--- src/rtl/pcla_pkg.sv ---
// Shared types and helpers for the pipelined carry-lookahead adder.
package pcla_pkg;

    typedef struct packed {
        logic g;
        logic p;
    } gp_t;

    function automatic int unsigned pcla_stages(input int unsigned width, input int unsigned block);
        return (width + block - 1) / block;
    endfunction

    function automatic int unsigned pcla_min(input int unsigned x, input int unsigned y);
        return (x < y) ? x : y;
    endfunction

endpackage

--- src/rtl/cla_group.sv ---
// Combinational N-bit carry-lookahead group: sum and group carry-out from bits and carry-in.
module cla_group
    import pcla_pkg::*;
#(
    parameter int unsigned N = 4
) (
    input  logic [N-1:0] a,
    input  logic [N-1:0] b,
    input  logic         cin,
    output logic [N-1:0] sum,
    output logic         cout
);

    gp_t  [N-1:0] gp;
    logic [N:0]   c;

    // Every carry is a flat sum-of-products over the lower generate/propagate terms.
    always_comb begin
        gp = '0;
        c  = '0;
        for (int i = 0; i < N; i++) begin
            gp[i].g = a[i] & b[i];
            gp[i].p = a[i] ^ b[i];
        end
        c[0] = cin;
        for (int i = 0; i < N; i++) begin
            logic acc;
            logic prop;
            acc  = gp[i].g;
            prop = gp[i].p;
            for (int j = i - 1; j >= 0; j--) begin
                acc  = acc | (prop & gp[j].g);
                prop = prop & gp[j].p;
            end
            c[i+1] = acc | (prop & cin);
        end
    end

    always_comb begin
        sum = '0;
        for (int i = 0; i < N; i++) begin
            sum[i] = gp[i].p ^ c[i];
        end
    end

    assign cout = c[N];

endmodule

--- src/rtl/pipelined_cla_adder.sv ---
// Pipelined adder, one BLOCK-bit lookahead group per stage, valid/ready with full-pipeline stall.
// Optional subtract mode (extra sub port) is enabled by defining PCLA_SUB_EN.
module pipelined_cla_adder
    import pcla_pkg::*;
#(
    parameter int unsigned WIDTH = 10,
    parameter int unsigned BLOCK = 4
) (
    input  logic             clk,
    input  logic             rst,
    input  logic             in_valid,
    output logic             in_ready,
    input  logic [WIDTH-1:0] a,
    input  logic [WIDTH-1:0] b,
    input  logic             cin,
`ifdef PCLA_SUB_EN
    input  logic             sub,
`endif
    output logic             out_valid,
    input  logic             out_ready,
    output logic [WIDTH-1:0] sum,
    output logic             cout,
    output logic             ovf
);

    localparam int unsigned STAGES = pcla_stages(WIDTH, BLOCK);

    logic             stall;
    logic [WIDTH-1:0] b_eff;
    logic             cin_eff;

    assign stall    = out_valid && !out_ready;
    assign in_ready = rst || !stall;

`ifdef PCLA_SUB_EN
    assign b_eff   = sub ? ~b : b;
    assign cin_eff = sub ? 1'b1 : cin;
`else
    assign b_eff   = b;
    assign cin_eff = cin;
`endif

    // Stage k adds group k; upper operand bits ride along, finished sum bits accumulate below.
    for (genvar k = 0; k < STAGES; k++) begin : stg
        localparam int unsigned LO = k * BLOCK;
        localparam int unsigned HI = pcla_min((k + 1) * BLOCK, WIDTH) - 1;
        localparam int unsigned GW = HI - LO + 1;
        localparam int unsigned RW = WIDTH - LO;

        logic [RW-1:0] a_rem;
        logic [RW-1:0] b_rem;
        logic          c_in;
        logic          v_in;
        logic [GW-1:0] s_grp;
        logic          c_grp;
        logic [HI:0]   s_next;

        if (k == 0) begin : g_src
            assign a_rem  = a;
            assign b_rem  = b_eff;
            assign c_in   = cin_eff;
            assign v_in   = in_valid;
            assign s_next = s_grp;
        end else begin : g_src
            assign a_rem  = stg[k-1].g_mid.a_q;
            assign b_rem  = stg[k-1].g_mid.b_q;
            assign c_in   = stg[k-1].g_mid.c_q;
            assign v_in   = stg[k-1].g_mid.v_q;
            assign s_next = {s_grp, stg[k-1].g_mid.s_q};
        end

        cla_group #(.N(GW)) u_grp (
            .a    (a_rem[GW-1:0]),
            .b    (b_rem[GW-1:0]),
            .cin  (c_in),
            .sum  (s_grp),
            .cout (c_grp)
        );

        if (k < STAGES - 1) begin : g_mid
            localparam int unsigned NW = RW - GW;

            logic [NW-1:0] a_q;
            logic [NW-1:0] b_q;
            logic [HI:0]   s_q;
            logic          c_q;
            logic          v_q;

            always_ff @(posedge clk) begin
                if (rst) begin
                    v_q <= 1'b0;
                end else if (!stall) begin
                    v_q <= v_in;
                    a_q <= a_rem[RW-1:GW];
                    b_q <= b_rem[RW-1:GW];
                    s_q <= s_next;
                    c_q <= c_grp;
                end
            end
        end else begin : g_last
            always_ff @(posedge clk) begin
                if (rst) begin
                    out_valid <= 1'b0;
                    sum       <= '0;
                    cout      <= 1'b0;
                    ovf       <= 1'b0;
                end else if (!stall) begin
                    out_valid <= v_in;
                    sum       <= s_next;
                    cout      <= c_grp;
                    ovf       <= (a_rem[GW-1] == b_rem[GW-1]) && (s_grp[GW-1] != a_rem[GW-1]);
                end
            end
        end
    end

endmodule

--- config.mk ---
export PLATFORM = sky130hd
export DESIGN_NAME = pipelined_cla_adder
export DESIGN_NICKNAME = d
export VERILOG_FILES = /design/src/rtl/pcla_pkg.sv /design/src/rtl/cla_group.sv /design/src/rtl/pipelined_cla_adder.sv
export SDC_FILE = /design/constraint.sdc
export NUM_CORES = 1
export LEC_CHECK = 0
export CORE_MARGIN = 3
export CORE_UTILIZATION = 26
export DETAILED_ROUTE_END_ITERATION = 12
export SYNTH_ARGS = -nofsm -noshare
export SYNTH_HDL_FRONTEND = slang
export SYNTH_SLANG_ARGS = --single-unit
--- constraint.sdc ---
create_clock -name clk -period 2.6 [get_ports clk]
set_clock_uncertainty 0.2 [all_clocks]
set_input_delay 0.52 -clock clk [delete_from_list [all_inputs] [get_ports clk]]
set_output_delay 0.52 -clock clk [all_outputs]
set_load 0.005 [all_outputs]
== Word level (Yosys, flattened, before mapping) ==
Index checks and enable logic that the tools add are counted.
W data, S select, Z words.
Operators by class
  eq/ne operators: 2
  bitwise gates (word level): 91
  reductions and logical operators: 6
Operators by type and width (count)
  $and A1 B1 Y1: 46
  $or A1 B1 Y1: 23
  $xor A1 B1 Y1: 20
  $logic_and A1 B1 Y1: 2
  $logic_not A1 Y1: 2
  $not A1 Y1: 2
  $reduce_and A2 Y1: 1
  $eq A1 B1 Y1: 1
  $logic_or A1 B1 Y1: 1
  $ne A1 B1 Y1: 1
Word-level totals
  bits in registers: 45
  input port bits: 25
  output and inout bits: 14

== Logic depth before layout (Yosys ltp) ==
  depth after elaboration: 6
  gate-level depth with buffers: 5
  depth with buffers taken out: 5

== Modules after synthesis ==
Synthesis repeated with hierarchy kept, for this count alone.
Unflattened totals
  cell total of the unflattened synthesis: 150
  area, all modules: 1886.8 um^2
By module, submodules not included
  pipelined_cla_adder: instances 1, cells each 99, area an instance 1461.4 um^2, sequential area each 1201.2 um^2
  cla_group (stg[0].u_grp): instances 1, cells each 20, area an instance 172.7 um^2, sequential area each 0.0 um^2
  cla_group (stg[1].u_grp): instances 1, cells each 20, area an instance 170.2 um^2, sequential area each 0.0 um^2
  cla_group (stg[2].u_grp): instances 1, cells each 11, area an instance 82.6 um^2, sequential area each 0.0 um^2

== Worst setup path before layout ==
OpenSTA, ideal clock, no wires.
  kind: input to register
  from: in rst
  to: reg stg[0].g_mid.a_q[0], enable pin
  data arrival time: 2.180 ns
  required time: 1.983 ns
  path slack: -0.197 ns
  cell stages on the path: 3
  path buffers: 2
  path through: clkbuf_1 > buf_1 > nor2_1
On the way
  longest elaborated chain between the ends: 2
Ends and longest elaborated chain
  start, declared: RTL line pipelined_cla_adder.sv:10  | input logic rst,
  $not A1 Y1 (no line)
  $reduce_and A2 Y1 (no line)
  end signal, assigned: RTL line pipelined_cla_adder.sv:94  | a_q <= a_rem[RW-1:GW];
  end, declared: RTL line pipelined_cla_adder.sv:83  | logic [NW-1:0] a_q;
No other way between the ends.
A chain may end at the register's enable or synchronous reset.

== Final worst setup path ==
  from: in out_ready
  to: out in_ready
On the way
  longest elaborated chain between the ends: 4
Ends and longest elaborated chain
  start, declared: RTL line pipelined_cla_adder.sv:20  | input logic out_ready,
  $logic_not A1 Y1: RTL line pipelined_cla_adder.sv:32  | assign stall = out_valid && !out_ready;
  $logic_and A1 B1 Y1: RTL line pipelined_cla_adder.sv:32
  $logic_not A1 Y1
  $logic_or A1 B1 Y1: RTL line pipelined_cla_adder.sv:33  | assign in_ready = rst || !stall;
  end, declared: RTL line pipelined_cla_adder.sv:12  | output logic in_ready,
No other way between the ends.

==> flow_summary.toml <==
[status]
run_status = "finished clean"

[drt]
wl_met2_um = 1380
post_drt_wl_per_cell_um = 10.4
drtAntennaViolNets = 0
drtIter0Drc = 49
via_count = 1191
finalWirelength_um = 3070
viasPerCell = 4.02
wirelength_met1_um = 1410
drtPass1Iterations = 4
met3WireLength_um = 213
drc = 0
highest_layer = "met4"

[pwr]
clkPwrFrac_pct = 31.0
power_density_nw_per_um2 = 621
share_comb_of_total_power_pct = 14.0
switching_share_pct = 22.4
peakVddDrop_mv = 0.287
leakage_nw = 0.981
p_sw_uw = 350
power.internal_mw = 1.21
p_seq_share_pct = 55.0
power_mw = 1.56

[yosys]
synthesis.nets = 195
synthTopCellsByArea = "edfxtp_1 (47%), dfxtp_1 (16%), ha_1 (7.9%), nand2_1 (4.5%), a21oi_1 (4.5%)"
synth_top_area_share_pct = 47.3
synthCells = 155
synth_seq_cells = 45
ys_warn_count = 0
synth.most_common_cell = "edfxtp_1"
synth_common_cells = "edfxtp_1 (30), nand2_1 (23), a21oi_1 (17)"
synth_area_um2 = 1910
async_flop_share_pct = 0
ys_seq_area_share_pct = 63.0
synth_top_area_cell = "edfxtp_1"
avgSynthCellArea_um2 = 12.3
synth-main-ff-cell = "edfxtp_1"
synthDistinctLibCells = 26
synth-edff-count = 30

[job]
cap_violations = 0

[setup_path]
end_kind = "output port"
rrSetupSlack_ps = 850
cp_max_fo = 2
cp-start-kind = "input port"
worstRegToRegCells = 5
arrival_ps = 1630
r2r_end = "ovf"
path_class = "input port to output port"
worstReg2RegStart = "stg[1].g_mid.a_q[0]"
required_ps = 1880

[sta]
drv_slew = 0
fin_crit_sh_pct = 90.6
rsz0062_at_grt = "false"
fin_setup_tns_ps = 0
tightestPinTransition_ps = 499
post-route-min-period_ps = 2350
relSlewSlack_pct = 66.7
fmax_mhz = 425
setup_viol = 0
hold_viol = 0
worst_slack_ps = 245

[clock_tree]
cts.reportedPaths.clkPinSlew_ps = 70
cts_tree = "built"
clock_sinks = 45
clk_latency_ps = 300
htreeDepth = 2
cts_resized = 0
clockBufferDepth = 2
cts_inserted_buffers = 5
post-cts-setup-buffer-count = 0
cts_root_buf = "clkbuf_8"
cts-hold-fix-buffers = 0

[global_route]
grt_max_degree = 22
grt_first_pass_wirelength_um = 5090
antenna_found_initial = 0
grt_remaining_overflow = 0
grt_pass1_vias = 1161
grt_usage_pct = 7.73

[hold_path]
hold_start = "stg[0].g_mid.s_q[3]"
worstHoldPathCells = 0
hold_path_end = "stg[1].g_mid.s_q[3]"
hold_path_class = "flip-flop to flip-flop"

[floorplanning]
die_h_um = 91.6
die_w_um = 91.6
core_area_um2 = 6940
start_util_pct = 27.4
rows = 30
ios = 39
dieArea_um2 = 8390

[finish]
area_growth_pct = 32.0
drive_gt1_share_pct = 6.50
antenna_cells = 0
nets = 239

[place]
hpwl_um = 2270
preCtsSetupSlack_ps = 234
gp_congestion = 0.758
port_buffers = 38
[power by group through the flow]
stage	clock network, mW	registers, mW	logic [mW]
after global placement	0	0.874	0.218
after CTS	0.507	0.860	0.222
final	0.485	0.859	0.218
after detailed placement	0	0.876	0.221
after global routing	0.532	0.866	0.246
after floorplan	0	0.872	0.117
[layout by cell type (no fill, tap or decap)]
master / instances
nor3_1: 1
a211o_1: 1
o21ai_0: 3
clkdlybuf4s50_1: 38
clkbuf_8: 5
a21oi_1: 17
nor2b_4: 1
clkinv_4: 1
dfxtp_1: 15
o21a_1: 1
inv_1: 11
clkbuf_1: 1
a21o_1: 4
nand3_1: 2
or3_1: 2
nor2_2: 1
fa_1: 3
a211oi_1: 5
nand2_1: 23
nor3b_1: 1
buf_4: 4
nor2_1: 8
xor2_1: 1
xnor2_1: 5
ha_1: 12
nand2b_1: 2
edfxtp_1: 30
clkbuf_16: 1
nor2b_1: 1
[worst max path at each step]
| stage | startpoint | end | depth (start not counted) |
|---|---|---|---|
| after floorplan | rst | stg[0].g_mid.a_q[0] | 3 |
| after global placement | out_ready | in_ready | 4 |
| after detailed placement | out_ready | in_ready | 4 |
| after CTS | out_ready | in_ready | 4 |
| after global routing | out_ready | in_ready | 4 |
| final | out_ready | in_ready | 4 |
[per-layer routing]
metal / vias to the layer above / track usage (%)
li1: 621 / -
met1: 529 / 9.43
met2: 33 / 12.1
met3: 8 / 2.79
met4: 0 / 3.77
met5: - / 0
[layout make-up]
| class | count | area (µm²) |
|---|---|---|
| clock buffer | 7 | 97.6 |
| tap | 96 | 120 |
| inverter | 11 | 41.3 |
| clock inverter | 1 | 8.76 |
| sequential | 45 | 1200 |
| timing repair buffer | 42 | 410 |
| fill | 683 | 4430 |
| multi-input combinational | 94 | 637 |
[critical path, stage by stage]
cell,delay (ps)
clkdlybuf4s50_1,520
nor2b_4,50
nand2b_1,60
clkdlybuf4s50_1,490
[stage by stage]
step           instances  hold slack, ps  utilization [%]  instance area [µm²]
2_1_floorplan        155             200                -                 1910
3_3_place_gp         288             203             34.7                 2410
3_5_place_dp         288             207             34.7                 2410
4_1_cts              296             226             36.2                 2520
5_1_grt              296             232             36.2                 2520
6_report             296             223             36.2                 2520
[cells by family (layout without fill, tap and decap cells)]
group	Yosys count	in the layout	share of synthesized area, %
adder cells (fa/ha/maj)	15	15	11.0
AO/OA/AOI/OAI	31	31	9.65
XOR/XNOR	6	6	2.76
buffers and inverters	16	61	3.68
AND/OR/NAND/NOR	42	42	9.85
flip-flops	45	45	63.0
[sequential cells by signal, summed over array words and instances, names as in the netlist]
signal	cells
stg.g_mid.s_q	12
sum	10
stg.g_mid.a_q	8
stg.g_mid.b_q	8
stg.g_mid.c_q	2
stg.g_mid.v_q	2
cout	1
out_valid	1
ovf	1
Note: power is estimated with default switching activity, not from simulation.
